===== src/rtl/uart_tx_frame.sv =====
// Parametrised UART transmitter with a one-entry holding register in front of the shifter.
// Latency: an accept at edge k drives the start bit after edge k+1; the frame lasts (1+DATA_BITS+par+STOP_BITS)*BIT_CLKS clocks.
// Backpressure: din_ready = !full; a word waiting in the holding register follows the current frame with zero idle clocks.
// Ports: clk/reset (async, active-high); din_valid/din_data/din_ready input handshake;
//        tx serial line (idle high); tx_busy frame active or word pending; tx_done one-cycle end-of-frame pulse.
`timescale 1ns/1ps
module uart_tx_frame #(
  parameter int CLK_HZ     = 22118400,
  parameter int BAUD       = 9600,
  parameter int OVERSAMPLE = 16,
  parameter int DATA_BITS  = 8,
  parameter int PARITY     = 0,
  parameter int STOP_BITS  = 1
) (
  input  logic                 clk,
  input  logic                 reset,
  input  logic                 din_valid,
  input  logic [DATA_BITS-1:0] din_data,
  output logic                 din_ready,
  output logic                 tx,
  output logic                 tx_busy,
  output logic                 tx_done
);

  localparam int DIV   = CLK_HZ / (BAUD * OVERSAMPLE) - 1;
  localparam int DIV_W = (DIV > 0) ? $clog2(DIV + 1) : 1;
  localparam int OS_W  = (OVERSAMPLE > 1) ? $clog2(OVERSAMPLE) : 1;

  localparam logic [DIV_W-1:0] DIV_MAX  = DIV_W'(DIV);
  localparam logic [OS_W-1:0]  OS_MAX   = OS_W'(OVERSAMPLE - 1);
  localparam logic [3:0]       DATA_MAX = 4'(DATA_BITS - 1);
  localparam logic [3:0]       STOP_MAX = 4'(STOP_BITS - 1);

  if (OVERSAMPLE < 4 || OVERSAMPLE > 16) begin : g_bad_os
    $error("uart_tx_frame: OVERSAMPLE must be 4..16");
  end
  if (DATA_BITS < 5 || DATA_BITS > 9) begin : g_bad_data
    $error("uart_tx_frame: DATA_BITS must be 5..9");
  end
  if (PARITY < 0 || PARITY > 2) begin : g_bad_par
    $error("uart_tx_frame: PARITY must be 0, 1 or 2");
  end
  if (STOP_BITS < 1 || STOP_BITS > 2) begin : g_bad_stop
    $error("uart_tx_frame: STOP_BITS must be 1 or 2");
  end
  if (DIV < 0) begin : g_bad_div
    $error("uart_tx_frame: CLK_HZ too low for BAUD*OVERSAMPLE");
  end

  typedef enum logic [2:0] {IDLE, START, DATA, PAR, STOP} state_t;

  state_t               state;
  logic [DIV_W-1:0]     baud_cnt;
  logic [OS_W-1:0]      os_cnt;
  logic [3:0]           bit_cnt;
  logic [DATA_BITS-1:0] shreg;
  logic [DATA_BITS-1:0] hold;
  logic                 par_bit;
  logic                 full;

  logic accept;
  logic tick;
  logic bit_end;
  logic frame_end;
  logic load;

  assign accept    = din_valid & ~full;
  assign tick      = (state != IDLE) && (baud_cnt == DIV_MAX);
  // A bit period ends on the last baud tick of the oversample group.
  assign bit_end   = tick && (os_cnt == OS_MAX);
  assign frame_end = (state == STOP) && bit_end && (bit_cnt == STOP_MAX);
  // The holding register drains either from IDLE or straight out of the
  // last stop bit, which is what gives back-to-back frames no idle gap.
  assign load      = full && ((state == IDLE) || frame_end);

  assign din_ready = ~full;
  assign tx_busy   = (state != IDLE) | full;

  always_ff @(posedge clk or posedge reset) begin
    if (reset) begin
      state    <= IDLE;
      baud_cnt <= '0;
      os_cnt   <= '0;
      bit_cnt  <= '0;
      shreg    <= '0;
      hold     <= '0;
      par_bit  <= 1'b0;
      full     <= 1'b0;
      tx       <= 1'b1;
      tx_done  <= 1'b0;
    end else begin
      tx_done <= 1'b0;

      if (accept) begin
        hold <= din_data;
        full <= 1'b1;
      end

      // Counters sit at zero in IDLE so the first bit is always full length;
      // they are never restarted across a back-to-back frame boundary.
      if (state == IDLE) begin
        baud_cnt <= '0;
        os_cnt   <= '0;
      end else if (tick) begin
        baud_cnt <= '0;
        os_cnt   <= (os_cnt == OS_MAX) ? '0 : os_cnt + OS_W'(1);
      end else begin
        baud_cnt <= baud_cnt + DIV_W'(1);
      end

      case (state)
        IDLE: begin
          tx <= 1'b1;
        end
        START: begin
          if (bit_end) begin
            tx      <= shreg[0];
            shreg   <= shreg >> 1;
            bit_cnt <= '0;
            state   <= DATA;
          end
        end
        DATA: begin
          if (bit_end) begin
            if (bit_cnt == DATA_MAX) begin
              bit_cnt <= '0;
              if (PARITY != 0) begin
                tx    <= par_bit;
                state <= PAR;
              end else begin
                tx    <= 1'b1;
                state <= STOP;
              end
            end else begin
              tx      <= shreg[0];
              shreg   <= shreg >> 1;
              bit_cnt <= bit_cnt + 4'd1;
            end
          end
        end
        PAR: begin
          if (bit_end) begin
            tx      <= 1'b1;
            bit_cnt <= '0;
            state   <= STOP;
          end
        end
        STOP: begin
          if (bit_end) begin
            if (bit_cnt == STOP_MAX) begin
              tx_done <= 1'b1;
              bit_cnt <= '0;
              state   <= IDLE;
            end else begin
              bit_cnt <= bit_cnt + 4'd1;
            end
          end
        end
        default: begin
          tx    <= 1'b1;
          state <= IDLE;
        end
      endcase

      // Placed last so it overrides the STOP->IDLE move when a word waits.
      if (load) begin
        shreg   <= hold;
        par_bit <= (PARITY == 1) ? ~^hold : ^hold;
        full    <= 1'b0;
        tx      <= 1'b0;
        state   <= START;
      end
    end
  end

endmodule


===== config.mk =====
export PLATFORM = sky130hd
export DESIGN_NAME = uart_tx_frame
export DESIGN_NICKNAME = d
export VERILOG_FILES = /design/src/rtl/uart_tx_frame.sv
export SDC_FILE = /design/constraint.sdc
export NUM_CORES = 1
export LEC_CHECK = 0
export ABC_AREA = 1
export CAP_MARGIN = 25
export CORE_ASPECT_RATIO = 0.9
export CORE_MARGIN = 3
export CORE_UTILIZATION = 50
export CTS_CLUSTER_DIAMETER = 40
export DETAILED_ROUTE_END_ITERATION = 12
export GPL_TIMING_DRIVEN = 0
export PLACE_DENSITY = 0.7
export SYNTH_ARGS = -nofsm -noshare
export SYNTH_HDL_FRONTEND = slang
export SYNTH_SLANG_ARGS = --single-unit
export TNS_END_PERCENT = 1

===== constraint.sdc =====
create_clock -name clk -period 1.9 [get_ports clk]
set_input_delay 0.38 -clock clk [delete_from_list [all_inputs] [get_ports clk]]
set_output_delay 0.38 -clock clk [all_outputs]
set_load 0.005 [all_outputs]

# Yosys cells after proc, flatten, opt, wreduce, memory -nomap -nowiden

Index checks and enable logic that the tools add are counted.

$add $sub $neg: 3
Multiply operators: 0
Divide/modulo/power cells: 0
Order comparisons: 0
Equality and inequality tests: 19
Shift-type cells: 0
Multiplexer cells: 35
Bitwise operators: 3
Reductions and logical operators: 18

Operators by type and width:

| kind                | number |
|---|---|
| $mux 8              | 6 |
| $mux 4              | 8 |
| $mux 3              | 7 |
| $ne 3x3->1 const B  | 6 |
| $pmux 8 s2          | 1 |
| $pmux 3 s5          | 1 |
| $pmux 4 s3          | 1 |
| $reduce_and 4->1    | 3 |
| $mux 1              | 10 |
| $reduce_bool 3->1   | 3 |
| $add 4x1->4 const B | 2 |
| $add 8x1->8 const B | 1 |
| $eq 8x8->1 const B  | 1 |
| $ne 2x2->1 const B  | 4 |
| $reduce_and 7->1    | 1 |
| $eq 3x2->1 const B  | 2 |
| $logic_and 1x1->1   | 5 |
| $eq 4x3->1 const B  | 1 |
| $eq 4x4->1 const B  | 1 |
| $logic_not 4->1     | 1 |
| $pmux 1 s4          | 1 |
| $reduce_bool 2->1   | 2 |
| $eq 3x1->1 const B  | 1 |
| $eq 3x3->1 const B  | 1 |
| 8 further kinds     | 8 |

Register bits after elaboration: 38
Bits in latches: 0
Memory bits (writable): 0
Bits in read-only memories: 0
Input bits: 11
Output and inout port bits: 4
Memories kept: 0

# Depth between registers and ports, before layout

Depth after elaboration: 9
Gate-level depth with buffers: 12
Depth with buffers taken out: 12

# Worst setup path after synthesis

OpenSTA, ideal clock, no wires.

Kind: reg2reg
Start: reg baud_cnt[0]
End: reg shreg[0]
Arrival time: 1.413 ns
Required time: 1.780 ns
Path slack: 0.367 ns
Stages on the path, launching flop included: 11
Path buffers: 0
Cells stage by stage: dfrtp_1 ha_1 nand2_1 nor2_2 nand3_4 nor2_4 nand3_2 nand2_2 nand2_4 o21ai_0 nor2_1

Cells in the longest elaborated chain, start to end: 9
Elaborated cells between the ends (all ways): 13
Those cells by class: eq/ne: 4; mux: 1; reduce/logical: 8

RTL lines:

| item                                                             | line | text |
|---|---|---|
| start, declared                                                  | 53   | `logic [DIV_W-1:0] baud_cnt;` |
| start signal, assigned                                           | 108  | `baud_cnt <= baud_cnt + DIV_W'(1);` |
| $eq 8x8->1 (*)                                                   | 68   | `assign tick = (state != IDLE) && (baud_cnt == DIV_MAX);` |
| $logic_and 1x1->1 (*)                                            | 68   |  |
| $logic_and 1x1->1 (*)                                            | 70   | `assign bit_end = tick && (os_cnt == OS_MAX);` |
| $logic_and 1x1->1 (2 in series)                                  | 71   | `assign frame_end = (state == STOP) && bit_end && (bit_cnt == STOP_MAX);` |
| $logic_or 1x1->1                                                 | 74   | `assign load = full && ((state == IDLE) \|\| frame_end);` |
| $logic_and 1x1->1                                                | 74   |  |
| $ne 3x3->1 (no source line) or $reduce_bool 3->1 (tied branches) | -    |  |
| $reduce_and 4->1 (no source line)                                | -    |  |
| end signal, assigned                                             | 118  | `shreg <= shreg >> 1;` |
| end signal, assigned                                             | 136  | `shreg <= shreg >> 1;` |
| end signal, assigned                                             | 167  | `shreg <= hold;` |
| end, declared                                                    | 56   | `logic [DATA_BITS-1:0] shreg;` |

Every way passes the cells marked *; elsewhere a longest branch is shown, timed or not.
A chain may end at the register's enable or synchronous reset.

# Worst setup path after layout

Start: reg state[2]
End: out tx_busy

Cells in the longest elaborated chain, start to end: 2

RTL lines:

| item                   | line | text |
|---|---|---|
| start, declared        | 52   | `state_t state;` |
| start signal, assigned | 81   | `state <= IDLE;` |
| start signal, assigned | 120  | `state <= DATA;` |
| start signal, assigned | 129  | `state <= PAR;` |
| $reduce_bool 3->1      | 77   | `assign tx_busy = (state != IDLE) \| full;` |
| $or 1x1->1             | 77   |  |
| end, declared          | 21   | `output logic tx_busy,` |

No other way between the ends.

==> metrics.txt <==
status=complete, no violations; design area=2220 um^2; die area=4620 um^2; via count=1428; CP cell instances=inv_2 > nand3_4 > inv_4 > nand2_1 > clkdlybuf4s50_1; clk_lat worst skew=0.29 ns; max cap viols=0; setup violators final=0; first-pass GRT wire length=6.09 mm; LEAKAGE=1.08 nW; largest net degree at the start of global routing=39; area of the multi-input gates=848 um^2; DRT iter0 DRCs=71; fin worst setup slack=0.0455 ns; IO Pins=15; Data required, critical path=1.52 ns; Post-DP Area=2110 um^2; vias per std cell=4.96; vias in the first global route=1371; clk root buf=clkbuf_8; #FFs+latches synth=38; Die H=64.8 um; Slew @ Worst Pin=0.768 ns; Arr. time, crit path=1.47 ns; Detailed Routing Iterations Pass 1=4; clock slew at reported path FFs=0.07 ns; syn_nets=235; average wire per standard cell=12.0 um; layout cell share with drive strength beyond 1=0.176; ys async rst share=1.00; Slew Limit Fails=0; Core Area=3530 um^2; DRC=0; clock tree from TritonCTS=done; crit start category=flop; Critical Path Max Stage Delay=0.43 ns; post-synthesis cell count=220; unrepaired setup endpoints after global routing=yes; total power=1.53 mW; Antenna Cells=0; Max FO, Critical Path=4; Crit-path slowest cell=clkdlybuf4s50_1; Rel. slew slack=0.487; row cnt=20; GP Congestion=0.839; HP Class=flop to flop; CTS Hold Buffers Added=0; htree depth=2; Synthesis Warnings=0; CTS Buf Count=5; clk sink count=38; Die W=71.3 um; Layout Skew=0.00698 ns; Total Neg Setup Slack=0 ns; All-Layer GR Usage=0.171; drt total wl=3.45 mm; maximum clock frequency=539 MHz; synthesized area per cell=8.72 um^2; Hold Vio Cnt, Final=0; ys flop type=dfrtp_1; HPWL after DPL=2.54 mm; CTS max path bufs=2; Port Buffers=14; initial antenna violation count=0; Fillers=298; final period utilization=0.976; Post-DRT Antenna Nets=0; Tmin final=1.85 ns; Crit Path Class=flop to output pin; Yosys cell types=28; Seq/Total Area, Yosys=0.496; number of synthesized flops with an enable pin=0; Reg area=952 um^2; Initial Util=0.544; dpl ws=0.0849 ns; Area Overhead vs Synth=15.9%; Final nets=259; Syn Std Cell Area=1920 um^2; power density cells=689 nW/um^2; Worst IR Drop VDD=0.628 mV; CP Capture Type=output pin; hold_ws=0.480 ns; Overflow after GRT=0
## area by class of cell
type                            count  area share
Sequential cell                    38       0.428
Multi-Input combinational cell    148       0.381
Tap cell                           44      0.0247
Clock buffer                        7      0.0343
Inverter                           34      0.0585
Timing Repair Buffer               17      0.0731
## kinds of logic after synthesis
logic type      after synthesis  share of synthesized area
fa+ha+maj                     4                     0.0261
flops                        38                      0.496
simple gates                104                      0.278
compound gates               31                     0.0828
buf+inv                      34                     0.0665
mux                           7                     0.0411
xor+xnor                      2                    0.00913
## path summary, 6_finish.rpt
path | startpoint | endpoint | slack (ns) | depth (start not counted)
min in group asynchronous | reset | hold[3] | 0.55 | 2
hold reg to reg | baud_cnt[0] | baud_cnt[0] | 0.48 | 1
max in group asynchronous | reset | shreg[5] | 0.86 | 2
setup reg to reg | baud_cnt[0] | shreg[0] | 0.14 | 10
setup / recovery | state[2] | tx_busy | 0.05 | 5
hold / removal | baud_cnt[0] | baud_cnt[0] | 0.48 | 1
## state kept, by name, indices dropped and copies added, names as in the netlist
signal / flops
baud_cnt: 8
hold: 8
shreg: 8
bit_cnt: 4
os_cnt: 4
state: 3
full: 1
tx: 1
tx_done: 1
## placed cells by master, fill, tap and decap left out, types with 3 or more instances in the layout
master,count
a21oi_1,10
buf_4,3
clkbuf_8,5
clkdlybuf4s50_1,14
dfrtp_1,37
ha_1,4
inv_1,23
inv_2,10
mux2_2,7
nand2_1,32
nand2_2,4
nand3_1,9
nor2_1,33
nor2_4,3
nor3_1,8
o21ai_0,12
o21ai_1,7
or2_0,4
## metrics by stage
stage / cells / utilization
after detailed placement: 278 / 0.599
after global routing: 288 / 0.630
after global placement: 278 / 0.599
final: 288 / 0.630
after floorplan: 220 / -
after CTS: 288 / 0.628
## Yosys cell counts, types with 2 or more instances
master	number	area share
nand3b_1	2	0.0078
o21ai_0	14	0.037
nor2_4	2	0.012
inv_1	27	0.053
nand3_4	2	0.018
nand2_2	4	0.013
nor2_1	33	0.065
or2_0	4	0.013
nor3_1	8	0.021
nand2_1	32	0.063
ha_1	4	0.026
nand2_4	2	0.012
dfrtp_1	37	0.48
a21oi_1	11	0.029
o21ai_1	5	0.013
inv_2	7	0.014
nand3_1	9	0.023
mux2_2	7	0.041
## worst max-delay path, delay by kind of cell (launching register included)
family,cells,cell delay [ns]
AND/OR/NAND/NOR,2,0.16
flip-flops,1,0.41
buffers and inverters,3,0.61
## report_power, final
| group | leakage (nW) | switching (mW) | total [mW] | internal (mW) |
|---|---|---|---|---|
| logic | 0.561 | 0.0459 | 0.116 | 0.0698 |
| registers | 0.484 | 0.0309 | 0.903 | 0.872 |
| clock network | 0.0383 | 0.262 | 0.514 | 0.252 |
| total | 1.08 | 0.339 | 1.53 | 1.19 |
## per-layer routing
layer  track usage  wire (um)  vias to the layer above
met3        0.0605        108                        4
met4        0.0634         30                        0
met2         0.248       1560                       21
met5             0          0                        -
met1         0.233       1750                      653
li1              -          -                      750
## what timing repair did
item                                    in CTS  in global routing
setup buffers                                3                  0
resized for setup                            3                  5
endpoints found under the setup margin       1                 10
No activity file was read; power rests on OpenSTA's default activity.
